`config.mk`:
```
export PLATFORM = sky130hd
export DESIGN_NAME = bg_ram_arbiter
export DESIGN_NICKNAME = d
export VERILOG_FILES = /design/src/rtl/bg_arb_pkg.sv /design/src/rtl/rr_arbiter.sv /design/src/rtl/bg_ram_arbiter.sv
export SDC_FILE = /design/constraint.sdc
export NUM_CORES = 1
export LEC_CHECK = 0
export BUFFER_PORTS_ARGS = -buffer_cell sky130_fd_sc_hd__buf_4
export CAP_MARGIN = 20
export CELL_PAD_IN_SITES_DETAIL_PLACEMENT = 0
export CELL_PAD_IN_SITES_GLOBAL_PLACEMENT = 1
export CORE_AREA = 2 2 173 90
export DETAILED_ROUTE_END_ITERATION = 7
export DIE_AREA = 0 0 175 92
export PLACE_DENSITY = 0.8
export SLEW_MARGIN = 5
export SYNTH_ARGS = -nofsm -noshare
export SYNTH_HDL_FRONTEND = slang
export SYNTH_SLANG_ARGS = --single-unit
```
`constraint.sdc`:
```
create_clock -name clk -period 4.23 [get_ports clk]
set_clock_uncertainty 0.2 [all_clocks]
set_input_delay 0 -clock clk [delete_from_list [all_inputs] [get_ports clk]]
set_output_delay 0 -clock clk [all_outputs]
set_load 0.05 [all_outputs]
```
`src/rtl/bg_arb_pkg.sv`:
```
// Shared definitions for the background-RAM write arbiter.
// Holds the tile-map geometry, RAM bus widths, the arbiter state type and a
// helper that sizes index/counter registers.
package bg_arb_pkg;

    localparam int unsigned TILE_COLS  = 40;
    localparam int unsigned TILE_ROWS  = 30;
    localparam int unsigned TILE_COUNT = TILE_COLS * TILE_ROWS;
    localparam int unsigned AW         = 16;
    localparam int unsigned DW         = 32;

    typedef enum logic [0:0] {
        StArb,
        StClear
    } arb_state_e;

    // Width needed to index n items; never below one bit so n == 1 still
    // yields a legal vector.
    function automatic int unsigned idx_width(input int unsigned n);
        return (n > 1) ? $clog2(n) : 1;
    endfunction

endpackage

```
`src/rtl/rr_arbiter.sv`:
```
// Combinational round-robin picker.
// Ports:
//   req_i  - request vector, one bit per requester
//   ptr_i  - highest-priority requester index for this cycle
//   en_i   - when low, no grant is issued
//   gnt_o  - one-hot grant (all zero when disabled or nothing requested)
module rr_arbiter
    import bg_arb_pkg::*;
#(
    parameter int unsigned N_REQ = 4,
    parameter int unsigned PW    = idx_width(N_REQ)
) (
    input  logic [N_REQ-1:0] req_i,
    input  logic [PW-1:0]    ptr_i,
    input  logic             en_i,
    output logic [N_REQ-1:0] gnt_o
);

    logic          found;
    logic [PW-1:0] idx;

    // Scan upward from ptr_i with wrap-around; the first set bit wins.
    always_comb begin
        gnt_o = '0;
        found = 1'b0;
        idx   = '0;
        if (en_i) begin
            for (int unsigned k = 0; k < N_REQ; k++) begin
                idx = PW'((32'(ptr_i) + k) % N_REQ);
                if (!found && req_i[idx]) begin
                    gnt_o[idx] = 1'b1;
                    found      = 1'b1;
                end
            end
        end
    end

endmodule

```
`src/rtl/bg_ram_arbiter.sv`:
```
// Background tile-RAM write arbiter.
// Serialises tile writes from several requesters onto one registered RAM
// write port with round-robin fairness, and can sweep the whole background
// to zero on demand.
// Ports:
//   clk, reset               - clock, asynchronous active-low reset
//   hold                     - freezes grants and clear progress
//   clear_start              - one-cycle request to zero the background RAM
//   req/req_addr/req_data    - per-requester write request, packed address/data
//   gnt                      - combinational one-hot grant
//   bg_ram_addr/data/wea     - registered RAM write port
//   clear_busy, clear_done   - clear in progress / final clear write on outputs
module bg_ram_arbiter #(
    parameter int unsigned N_REQ      = 4,
    parameter int unsigned TILE_COUNT = bg_arb_pkg::TILE_COUNT,
    parameter int unsigned AW         = bg_arb_pkg::AW,
    parameter int unsigned DW         = bg_arb_pkg::DW
) (
    input  logic              clk,
    input  logic              reset,
    input  logic              hold,
    input  logic              clear_start,
    input  logic [N_REQ-1:0]  req,
    input  logic [N_REQ*AW-1:0] req_addr,
    input  logic [N_REQ*DW-1:0] req_data,
    output logic [N_REQ-1:0]  gnt,
    output logic [AW-1:0]     bg_ram_addr,
    output logic [DW-1:0]     bg_ram_data,
    output logic              bg_wea,
    output logic              clear_busy,
    output logic              clear_done
);

    import bg_arb_pkg::idx_width;
    import bg_arb_pkg::arb_state_e;
    import bg_arb_pkg::StArb;
    import bg_arb_pkg::StClear;

    localparam int unsigned PW = idx_width(N_REQ);
    localparam int unsigned CW = idx_width(TILE_COUNT);

    arb_state_e    state_q, state_d;
    logic [CW-1:0] cnt_q, cnt_d;
    logic [PW-1:0] rr_q, rr_d;
    logic [AW-1:0] addr_q, addr_d;
    logic [DW-1:0] data_q, data_d;
    logic          wea_q, wea_d;
    logic          done_q, done_d;

    logic          arb_en;
    logic [PW-1:0] gnt_idx;
    logic [AW-1:0] addr_arr [N_REQ];
    logic [DW-1:0] data_arr [N_REQ];

    // A clear request in the same cycle pre-empts any grant.
    assign arb_en = (state_q == StArb) && !hold && !clear_start;

    rr_arbiter #(
        .N_REQ(N_REQ),
        .PW   (PW)
    ) u_rr_arbiter (
        .req_i(req),
        .ptr_i(rr_q),
        .en_i (arb_en),
        .gnt_o(gnt)
    );

    always_comb begin
        for (int unsigned i = 0; i < N_REQ; i++) begin
            addr_arr[i] = req_addr[i*AW +: AW];
            data_arr[i] = req_data[i*DW +: DW];
        end
    end

    // Encode the one-hot grant back to an index.
    always_comb begin
        gnt_idx = '0;
        for (int unsigned i = 0; i < N_REQ; i++) begin
            if (gnt[i]) begin
                gnt_idx = PW'(i);
            end
        end
    end

    always_comb begin
        state_d = state_q;
        cnt_d   = cnt_q;
        rr_d    = rr_q;
        addr_d  = addr_q;
        data_d  = data_q;
        wea_d   = 1'b0;
        done_d  = 1'b0;

        if (!hold) begin
            unique case (state_q)
                StArb: begin
                    if (clear_start) begin
                        state_d = StClear;
                        cnt_d   = '0;
                    end else if (|gnt) begin
                        addr_d = addr_arr[gnt_idx];
                        data_d = data_arr[gnt_idx];
                        wea_d  = 1'b1;
                        rr_d   = (gnt_idx == PW'(N_REQ - 1)) ? '0 : gnt_idx + 1'b1;
                    end
                end
                StClear: begin
                    addr_d = AW'(cnt_q);
                    data_d = '0;
                    wea_d  = 1'b1;
                    if (cnt_q == CW'(TILE_COUNT - 1)) begin
                        state_d = StArb;
                        cnt_d   = '0;
                        done_d  = 1'b1;
                    end else begin
                        cnt_d = cnt_q + 1'b1;
                    end
                end
                default: state_d = StArb;
            endcase
        end
    end

    always_ff @(posedge clk or negedge reset) begin
        if (!reset) begin
            state_q <= StArb;
            cnt_q   <= '0;
            rr_q    <= '0;
            addr_q  <= '0;
            data_q  <= '0;
            wea_q   <= 1'b0;
            done_q  <= 1'b0;
        end else begin
            state_q <= state_d;
            cnt_q   <= cnt_d;
            rr_q    <= rr_d;
            addr_q  <= addr_d;
            data_q  <= data_d;
            wea_q   <= wea_d;
            done_q  <= done_d;
        end
    end

    assign bg_ram_addr = addr_q;
    assign bg_ram_data = data_q;
    assign bg_wea      = wea_q;
    assign clear_done  = done_q;
    assign clear_busy  = (state_q == StClear);

endmodule

```
; After elaboration in Yosys (flattened, before gate mapping)
; Cells that the tools add are included.
[totals]
out_inout_bits = 55
reg_bits = 64
elab_cells = 110
inputBits = 200
[classes]
addsub = 5
bitwise = 7
n_eq_ne = 5
n_reduce_logical = 18
magnitude_cmp = 9
n_mux = 59
[ops]
columns = operator, count
row1 = $mux W32, 4
row2 = $bmux W32 S2, 1
row3 = $mux W16, 4
row4 = $pmux W32 S2, 1
row5 = $bmux W16 S2, 1
row6 = $mux W4, 8
row7 = $pmux W16 S2, 1
row8 = $mux W1, 23
row9 = $mux W11, 2
row10 = $pmux W11 S2, 1
row11 = $lt A2 B3 Y1 const B, 4
row12 = $or A4 B4 Y4, 3
row13 = $add A11 B1 Y11 const B, 1
row14 = $eq A11 B11 Y1 const B, 1
row15 = $logic_and A1 B1 Y1, 9
row16 = $bmux W1 S2, 4
row17 = $demux W1 S2, 4
row18 = $ge A2 B1 Y1 const B, 4
row19 = $mux W2, 3
row20 = $logic_not A1 Y1, 5
row21 = $add A2 B1 Y2 const B, 2
row22 = $add A2 B2 Y2 const B, 2
row23 = $ne A2 B2 Y1 const B, 2
row24 = $pmux W1 S2, 2
row25 = other kinds (9), 11

; Longest topological paths before layout
; Gate-level depths: netlist of run 1.
[logic_depth]
word_depth = 26
depth_mapped = 13
ltp_nobuf = 10

; Hierarchy
; Synthesis of run 1 repeated with hierarchy kept, for this count alone.
[hier_totals]
cells_unflattened = 459
area_unflattened_um2 = 4556.9
[by_module_without_submodules]
columns = mod, area_per_inst_um2, seq_area_each_um2, instances, cells_per_inst
row1 = bg_ram_arbiter, 4155.2, 1601.5, 1, 411
row2 = rr_arbiter, 401.6, 0.0, 1, 48

; Worst setup path after synthesis of run 1
; Ideal clock, no wire load.
[synth_timing]
path_kind = flip-flop to flip-flop
from = reg rr_q[0]
to = reg rr_q[1]
arrival_time_ns = 3.125
path_slack_ns = 0.779
path_buffers = 1
path_stages_with_launch = 10
cell_sequence = dfrtp_1 -> buf_6 -> inv_1 -> ha_1 -> mux4_2 -> nand3b_1 -> a22o_1 -> a21oi_1 -> o22a_1 -> nor2_1
[synth_lines]
columns = element, line
row1 = start: declaration, bg_ram_arbiter.sv:44  ; logic [PW-1:0] rr_q, rr_d;
row2 = start signal: assignment, bg_ram_arbiter.sv:136  ; rr_q <= rr_d;
row3 = "parallel branches: the longest is 14 deep, another holds $lt A2 B3 Y1", n/a
row4 = $mux W4 *, rr_arbiter.sv:30  ; if (!found && req_i[idx]) begin
row5 = $mux W4 *, rr_arbiter.sv:27  ; if (en_i) begin
row6 = named net gnt[0], bg_ram_arbiter.sv:26  ; output logic [N_REQ-1:0] gnt,
row7 = $reduce_or A4 Y1 *, bg_ram_arbiter.sv:100  ; end else if (|gnt) begin
row8 = $reduce_and A4 Y1 (no source line) *, n/a
; Mark *: on every way through the listed nets, which the timed path passes. The select of a mux whose other input is x is not followed.
; A chain may end at the register's enable or synchronous reset.

; Worst setup path after layout of run 1
[layout_timing]
from = reg rr_q[1]
to = reg data_q[18] (netlist: bg_ram_data[18])
[layout_between]
elab_chain_len = 26
[layout_lines]
columns = element, line
row1 = "parallel branches: the longest is 14 deep, another holds $lt A2 B3 Y1", n/a
row2 = $mux W4 *, rr_arbiter.sv:30
row3 = $mux W4 *, rr_arbiter.sv:27
row4 = $mux W1, bg_ram_arbiter.sv:79  ; if (gnt[i]) begin
row5 = $mux W2 (2 in series), bg_ram_arbiter.sv:79
row6 = $not A2 Y3 (not written as such), bg_ram_arbiter.sv:102  ; data_d = data_arr[gnt_idx];
row7 = $bmux W32 S2, bg_ram_arbiter.sv:102
row8 = $mux W32 (not written as such) (2 in series), bg_ram_arbiter.sv:102
row9 = $mux W32, bg_ram_arbiter.sv:100
row10 = $mux W32, bg_ram_arbiter.sv:97  ; if (clear_start) begin
row11 = $pmux W32 S2, bg_ram_arbiter.sv:95  ; unique case (state_q)
row12 = end signal: assignment, bg_ram_arbiter.sv:138  ; data_q <= data_d;
row13 = end: declaration, bg_ram_arbiter.sv:46  ; logic [DW-1:0] data_q, data_d;
; Mark *: on every way between the ends. The select of a mux whose other input is x is not followed.

==> results of run 1 <==
-- through the flow --
stage | setup slack [ps] | cells
floorplan | 778.6 | 472
global placement | 347.6 | 903
detailed placement | 148.9 | 903
CTS | 34.34 | 1090
global route | 14.66 | 1095
finish | 133.1 | 1095
-- worst max-delay path, stage by stage (launching register included) --
cell and delay [ps]:
dfrtp_2 420, inv_1 120, ha_1 340, mux4_2 610
nor4b_2 320, nand2_1 170, a41oi_4 290, buf_4 220
and2_4 280, buf_12 230, o221ai_2 120, dlygate4sd3_1 590
o211ai_2 80
-- layer usage --
metal / vias up / wire [um] / GRT usage / share of wire
li1: 2633 / - / - / -
met1: 2727 / 8583 / 0.2989 / 0.43
met2: 235 / 9521 / 0.4173 / 0.48
met3: 55 / 1311 / 0.05887 / 0.066
met4: 0 / 526 / 0.07917 / 0.026
met5: - / 0 / 0 / 0
-- repair_timing --
item	4_1_cts	5_1_grt
hold endpoints to repair	119	0
hold buffers	174	0
gates resized for setup	0	2
endpoints found under the setup margin	0	34
setup buffers	0	2
-- state kept, by name, summed over array words and instances, names as in the netlist --
name,cells
clear_done,1
rr_q,2
bg_ram_data,32
bg_wea,1
bg_ram_addr,16
clear_busy,1
cnt_q,11
-- path summary, 6_finish.rpt --
kind	endpoint	cells after the start	slack, ps
setup / recovery	bg_ram_data[18]	12	130
hold / removal	clear_done	2	110
setup reg to reg	bg_ram_data[18]	12	130
hold reg to reg	bg_ram_addr[14]	2	290
max in group asynchronous	rr_q[1]	2	3110
min in group clk	bg_ram_addr[14]	2	290
-- power by group through the flow --
stage	Sequential, mW	Clock [mW]	Combinational [mW]
floorplan	0.796	0	0.483
global placement	0.738	0	0.853
detailed placement	0.738	0	0.884
CTS	0.730	0.683	0.981
global route	0.740	0.714	1.07
finish	0.732	0.664	0.997
-- cell type report --
type	instances	share of cell area
clock buffers	12	0.02886
inverters	19	0.008024
flip-flops and latches	64	0.1803
multi-input cells	346	0.3149
repair buffers	449	0.4386
clock inverters	1	0.0005631
well taps	204	0.02872
-- placed cells by master (no fill, tap or decap), types with 2 or more instances in the layout --
cell	n
a21o_1	18
a21oi_1	28
a21oi_4	2
a22o_1	2
a311o_1	11
and2_4	2
buf_12	4
buf_4	268
clkbuf_16	11
clkbuf_8	2
dfrtp_1	63
dlygate4sd3_1	174
ha_1	9
inv_1	17
inv_2	2
mux2i_1	39
mux4_2	4
nand2_1	48
nand2b_1	2
nand3_1	16
nand3b_1	3
nand4_1	3
nor2_1	28
nor2b_1	3
nor4_1	11
o2111ai_1	6
o211ai_1	15
o211ai_2	23
o21ai_0	16
o221ai_2	30
xor2_1	6
-- cells by family after synthesis --
kind of cell / share of synthesized area
adders and majority gates: 0.02378
AOI/OAI and AO/OA: 0.3222
DFF: 0.3383
xor gates and xnor gates: 0.01295
muxes: 0.1015
buffers and inverters: 0.07426
and+or+nand+nor: 0.1271
==> key figures, run 1 <==
Routing
  – DRT Pass-1 Iters: 5
  – Wire per inst: 18.21 um
  – WL final: 19940 um
  – Routed Antenna Nets: 0
  – DRT iter0 DRCs: 363
  – Vias per std cell: just over 5
  – DRC Markers: 0
  – Vias: 5650

Clock network
  – Clock Sinks: 64
  – Htree depth: 3
  – CTS Buf Count: 9
  – CTS tree: yes
  – CTS clock-pin slew for the worst setup and hold paths: 50 ps
  – Clock buffer depth: 2
  – CTS Root Cell: clkbuf_16
  – Clk_lat worst skew: 330 ps

Synthesis
  – Number of synthesized register bits: 64
  – Synthesized cell area: 4735 um^2
  – Number of flops mapped to enable cells by yosys: 0
  – Cell variety after synth: 53
  – Ys flop type: dfrtp_1
  – Yosys top cell by area: dfrtp_1
  – Syn nets: 681
  – List of most frequent post-synthesis cells: dfrtp_1, nand2_1, mux2i_1
  – Average cell area after synthesis: 10.03 um^2
  – Gate Count Post-Synth: 472
  – Post-synth top area share: 0.3383
  – Synthesis Warnings: 0
  – Synth area leaders: dfrtp_1, o221ai_2, mux2i_1, o211ai_2, nand2_1
  – Most common cell in the netlist: dfrtp_1
  – Sequential element share of the synthesized area: 0.3383
  – Asr flop ratio synth: 1.000

Worst setup path
  – CP Launch Type: flip-flop
  – Worst path arrival time: 4140 ps
  – Critical Path Source: rr_q[1]
  – CP required: around 4300 ps
  – Setup crit end kind: flip-flop
  – Type of the worst setup path: flip-flop to flip-flop
  – Worst r2r src: rr_q[1]
  – Crit path max fanout: 22

Die
  – Io pins: 255
  – Core Rows: 32
  – Starting Density: 0.3187
  – Die span in y: 92 um
  – Die Wd: 175 um
  – Core area: 14850 um^2
  – Die ar.: 16100 um^2

Timing
  – Slew HR: 0.4245
  – Final hold slack: 112.2 ps
  – Fmax: about 240 MHz
  – Final hold vios: 0
  – Period minus WS final: 4097 ps
  – RSZ-0062 raised after global routing: no
  – Final setup violation count: 0
  – Slew Viols, Final: 0
  – Slew of the pin with the lowest slew margin: roughly 860 ps
  – Setup TNS: 0 ps
  – Tcrit/Tclk final: 0.9685

Layout
  – Reg area: 1603 um^2
  – Area of the multi-input gates: approximately 2800 um^2
  – Synth-to-layout area growth: 87.74%
  – Nets: between 1000 and 1500
  – Final core utilization: 0.5984
  – Fill cells: 1224
  – Layout cells sized above 1: 0.4007
  – Final instance area: between 8000 and 9000 um^2
  – Diode count: 0

Hold path
  – HP Class: input port to async pin

Pwr
  – Sw Pwr: 0.8589 mW
  – Cell Int Power: around 1.5 mW
  – Largest vdd supply drop: 0.0001889 V
  – Register share of total power: 0.306
  – Comb power frac: 0.417
  – LEAKAGE: 4.150 nW
  – Clock network power share: 0.278
  – Pwr per Cell Area: 269.1 nW/um^2
  – Switch share: 0.3591
  – Total power: 2.392 mW

Placement
  – Routability congestion estimate: about 0.96
  – Post-place instance area: 6803 um^2
  – IO Port Bufs: 254
  – Placed wire-length estimate: 12960 um

Global route
  – GRT Total Usage: 0.2421
  – Vias in the first global route: 6031
  – Initial antenna violation count: 0
  – Global-route wire length before repair: 30970 um
  – Largest net degree at the start of global routing: 65
  – Total gr overflow: 0

Run
  – Maxcap violations: 0

Run status
  – Outcome: completed
No activity file was read; power rests on OpenSTA's default activity.
==> run 2: changes to the inputs <==
ABC_AREA = 1   (was unset)
CORE_AREA = 2 2 185 96   (was 2 2 173 90)
DIE_AREA = 0 0 187 98   (was 0 0 175 92)
PLACE_DENSITY = 0.81   (was 0.8)
==> run 2 against run 1 <==
Effect of this change:
- fmax is 4.9% higher
- hold slack lost 80 ps
- global-route usage rose by 0.86 points
- non-clock buffer count is 12 higher
- design area increased by 5.7%
- via count rose by 26%
- clock-buffer cell count shrank 2
- synthesized area increased by 7.9%
==> key figures, run 2 <==
Clock network
  – CTS Root Cell: clkbuf_16
  – Clock Sinks: 64
  – Clk_lat worst skew: 340 ps
  – CTS tree: yes
  – Clock buffer depth: 2
  – CTS Buf Count: 9
  – CTS clock-pin slew for the worst setup and hold paths: 60 ps
  – Htree depth: 3

Layout
  – Commonest non-fill, non-tap cell in the layout: buf_4
  – Synth-to-layout area growth: 83.91%
  – Diode count: 0
  – Layout cells sized above 1: 0.2448
  – Nets: about 1500
  – Fill cells: about 1600
  – Most frequent cells in the layout: buf_4, nand2_1, nand3_1
  – Max FFs per register: 32

Synthesis
  – Number of flops mapped to enable cells by yosys: 0
  – Average cell area after synthesis: 6.238 um^2
  – Syn nets: 1028
  – Post-synth top area share: 0.3135
  – Yosys top cell by area: dfrtp_1
  – Synthesized cell area: 5109 um^2
  – Gate Count Post-Synth: roughly 820
  – Ys flop type: dfrtp_1
  – Synth area leaders: dfrtp_1, nand3_1, nand2_1, inv_1, o21ai_0
  – Asr flop ratio synth: 1.000
  – Number of synthesized register bits: 64
  – Sequential element share of the synthesized area: 0.3135
  – Cell variety after synth: 32
  – Most common cell in the netlist: nand2_1
  – Synthesis Warnings: 0
  – List of most frequent post-synthesis cells: nand2_1, nand3_1, inv_1

Worst setup path
  – Slowest cell on the critical path: dlygate4sd3_1
  – Worst path arrival time: a little under 4000 ps
  – Reg2Reg Depth: 16
  – Crit path max fanout: 43
  – Setup crit end kind: flip-flop
  – Type of the worst setup path: flip-flop to flip-flop
  – CP Launch Type: flip-flop
  – Crit path cell chain: inv_1, ha_1, inv_1, nand3_1, nand2_1, nand3_1, nand2_1, nand3b_1, nand2_2, buf_4, nand3_1, nand3_1, dlygate4sd3_1, nand3_1, nand2_1, nand2_1
  – CP required: 4260 ps
  – Worst path most repeated cell: nand3_1
  – Crit-path max cell delay: about 550 ps

Die
  – Starting Density: 0.3025
  – Io pins: 255
  – Die span in y: 98 um
  – Die ar.: 18330 um^2
  – Core Rows: 34
  – Die Wd: 187 um
  – Core area: 16890 um^2

Hold path
  – HP Class: input port to flip-flop
  – Hold depth: 5

Timing
  – Tcrit/Tclk final: 0.9236
  – Final hold vios: 0
  – Slew HR: 0.3974
  – Slew Viols, Final: 0
  – Fmax: 256.0 MHz
  – Final hold slack: 31.78 ps
  – Period minus WS final: roughly 3900 ps
  – Final setup violation count: 0
  – Slew of the pin with the lowest slew margin: about 900 ps
  – RSZ-0062 raised after global routing: no
  – Setup TNS: 0 ps

Global route
  – GRT Total Usage: 0.2507
  – Vias in the first global route: 7007
  – Global-route wire length before repair: 36740 um
  – Initial antenna violation count: 0
  – Total gr overflow: 0
  – Largest net degree at the start of global routing: 65

Pwr
  – LEAKAGE: 4.840 nW
  – Largest vdd supply drop: 0.0002100 V
  – Pwr per Cell Area: 239.1 nW/um^2

Routing
  – DRT iter0 DRCs: 503
  – Vias: 7146
  – Wire per inst: 15.71 um
  – Vias per std cell: approximately 4.8
  – WL final: 23250 um
  – Routed Antenna Nets: 0
  – DRC Markers: 0
  – DRT Pass-1 Iters: 5

Placement
  – IO Port Bufs: 254
  – Routability congestion estimate: 0.8699
  – Placed wire-length estimate: roughly 15000 um

Run
  – Maxcap violations: 0

Run status
  – Outcome: completed
-- run 2: cell types whose count changed in the layout (fill, tap and decap cells not counted), moves of 10 or more --
| cell | delta |
|---|---|
| a22oi_1 | +10 |
| dlygate4sd3_1 | +21 |
| a21oi_1 | -11 |
| o21ai_0 | +29 |
| nand3_1 | +195 |
| o211ai_1 | -15 |
| o211ai_2 | -23 |
| o221ai_2 | -30 |
| inv_1 | +93 |
| a311o_1 | -11 |
| a21o_1 | -18 |
| mux2i_1 | -39 |
| nand2_1 | +196 |
-- run 2: worst paths after layout --
kind / from / endpoint / slack [ps]
min: clear_start / cnt_q[3] / 30
max in group asynchronous: reset / rr_q[0] / 3040
max reg2reg: rr_q[1] / bg_ram_addr[0] / 320
max: rr_q[1] / bg_ram_addr[0] / 320
min reg2reg: bg_ram_addr[14] / bg_ram_addr[14] / 310
min in group asynchronous: reset / bg_ram_addr[13] / 140
-- run 2: worst max-delay path: cells and delay by family, from the launching register on --
kind | cells | cell delay, ps
adders and majority gates | 1 | 380
buffers and inverters | 4 | 1370
DFF | 1 | 480
and+or+nand+nor | 11 | 1350
-- run 2: report_power, final --
group / total, mW / switching [mW] / leakage, nW / internal [mW]
sequential: 0.743 / 0.0640 / 0.848 / 0.679
clock: 0.686 / 0.292 / 0.132 / 0.393
combinational: 0.818 / 0.436 / 3.86 / 0.381
total: 2.25 / 0.792 / 4.84 / 1.45
-- run 2: cell type report --
class	instances	area (um^2)	area share
clock buffer	10	229.0	0.02437
clock inverter	6	36.28	0.003862
inverter	116	440.4	0.04688
multi-input combinational	589	2825	0.3007
sequential	64	1603	0.1706
tap	234	292.8	0.03116
timing repair buffer	461	3969	0.4224
-- run 2: cell families (layout without fill, tap and decap cells) --
group,after synthesis,count (layout),synth area share
AOI/OAI and AO/OA,76,76,0.08132
DFF,64,64,0.3135
buffers and inverters,168,593,0.1421
xor gates and xnor gates,2,2,0.003429
adders and majority gates,9,9,0.02204
and+or+nand+nor,500,502,0.4377
-- run 2: metal layers --
layer	global-route usage	wire, um	up-vias
met5	0	0	-
met4	0.04274	244	0
met3	0.06578	1866	28
met2	0.3952	10190	307
met1	0.3499	10950	3336
li1	-	-	3475
-- run 2: timing repair --
action,CTS,global route
resized for setup,0,8
setup endpoints to repair,0,48
setup buffers,0,3
hold buffers,195,0
hold endpoints to repair,117,0
-- run 2: stage by stage --
stage | cell area [um^2] | power (mW) | std cells | utilization | setup WS, ps
2_1_floorplan | 5109 | 1.150 | 819 | - | 1665
3_3_place_gp | 7106 | 1.445 | 1264 | 0.4207 | 669.8
3_5_place_dp | 7106 | 1.444 | 1264 | 0.4207 | 632.1
4_1_cts | 9323 | 2.241 | 1475 | 0.5520 | 71.60
5_1_grt | 9395 | 2.384 | 1480 | 0.5563 | 29.26
6_report | 9395 | 2.246 | 1480 | 0.5563 | 323.1
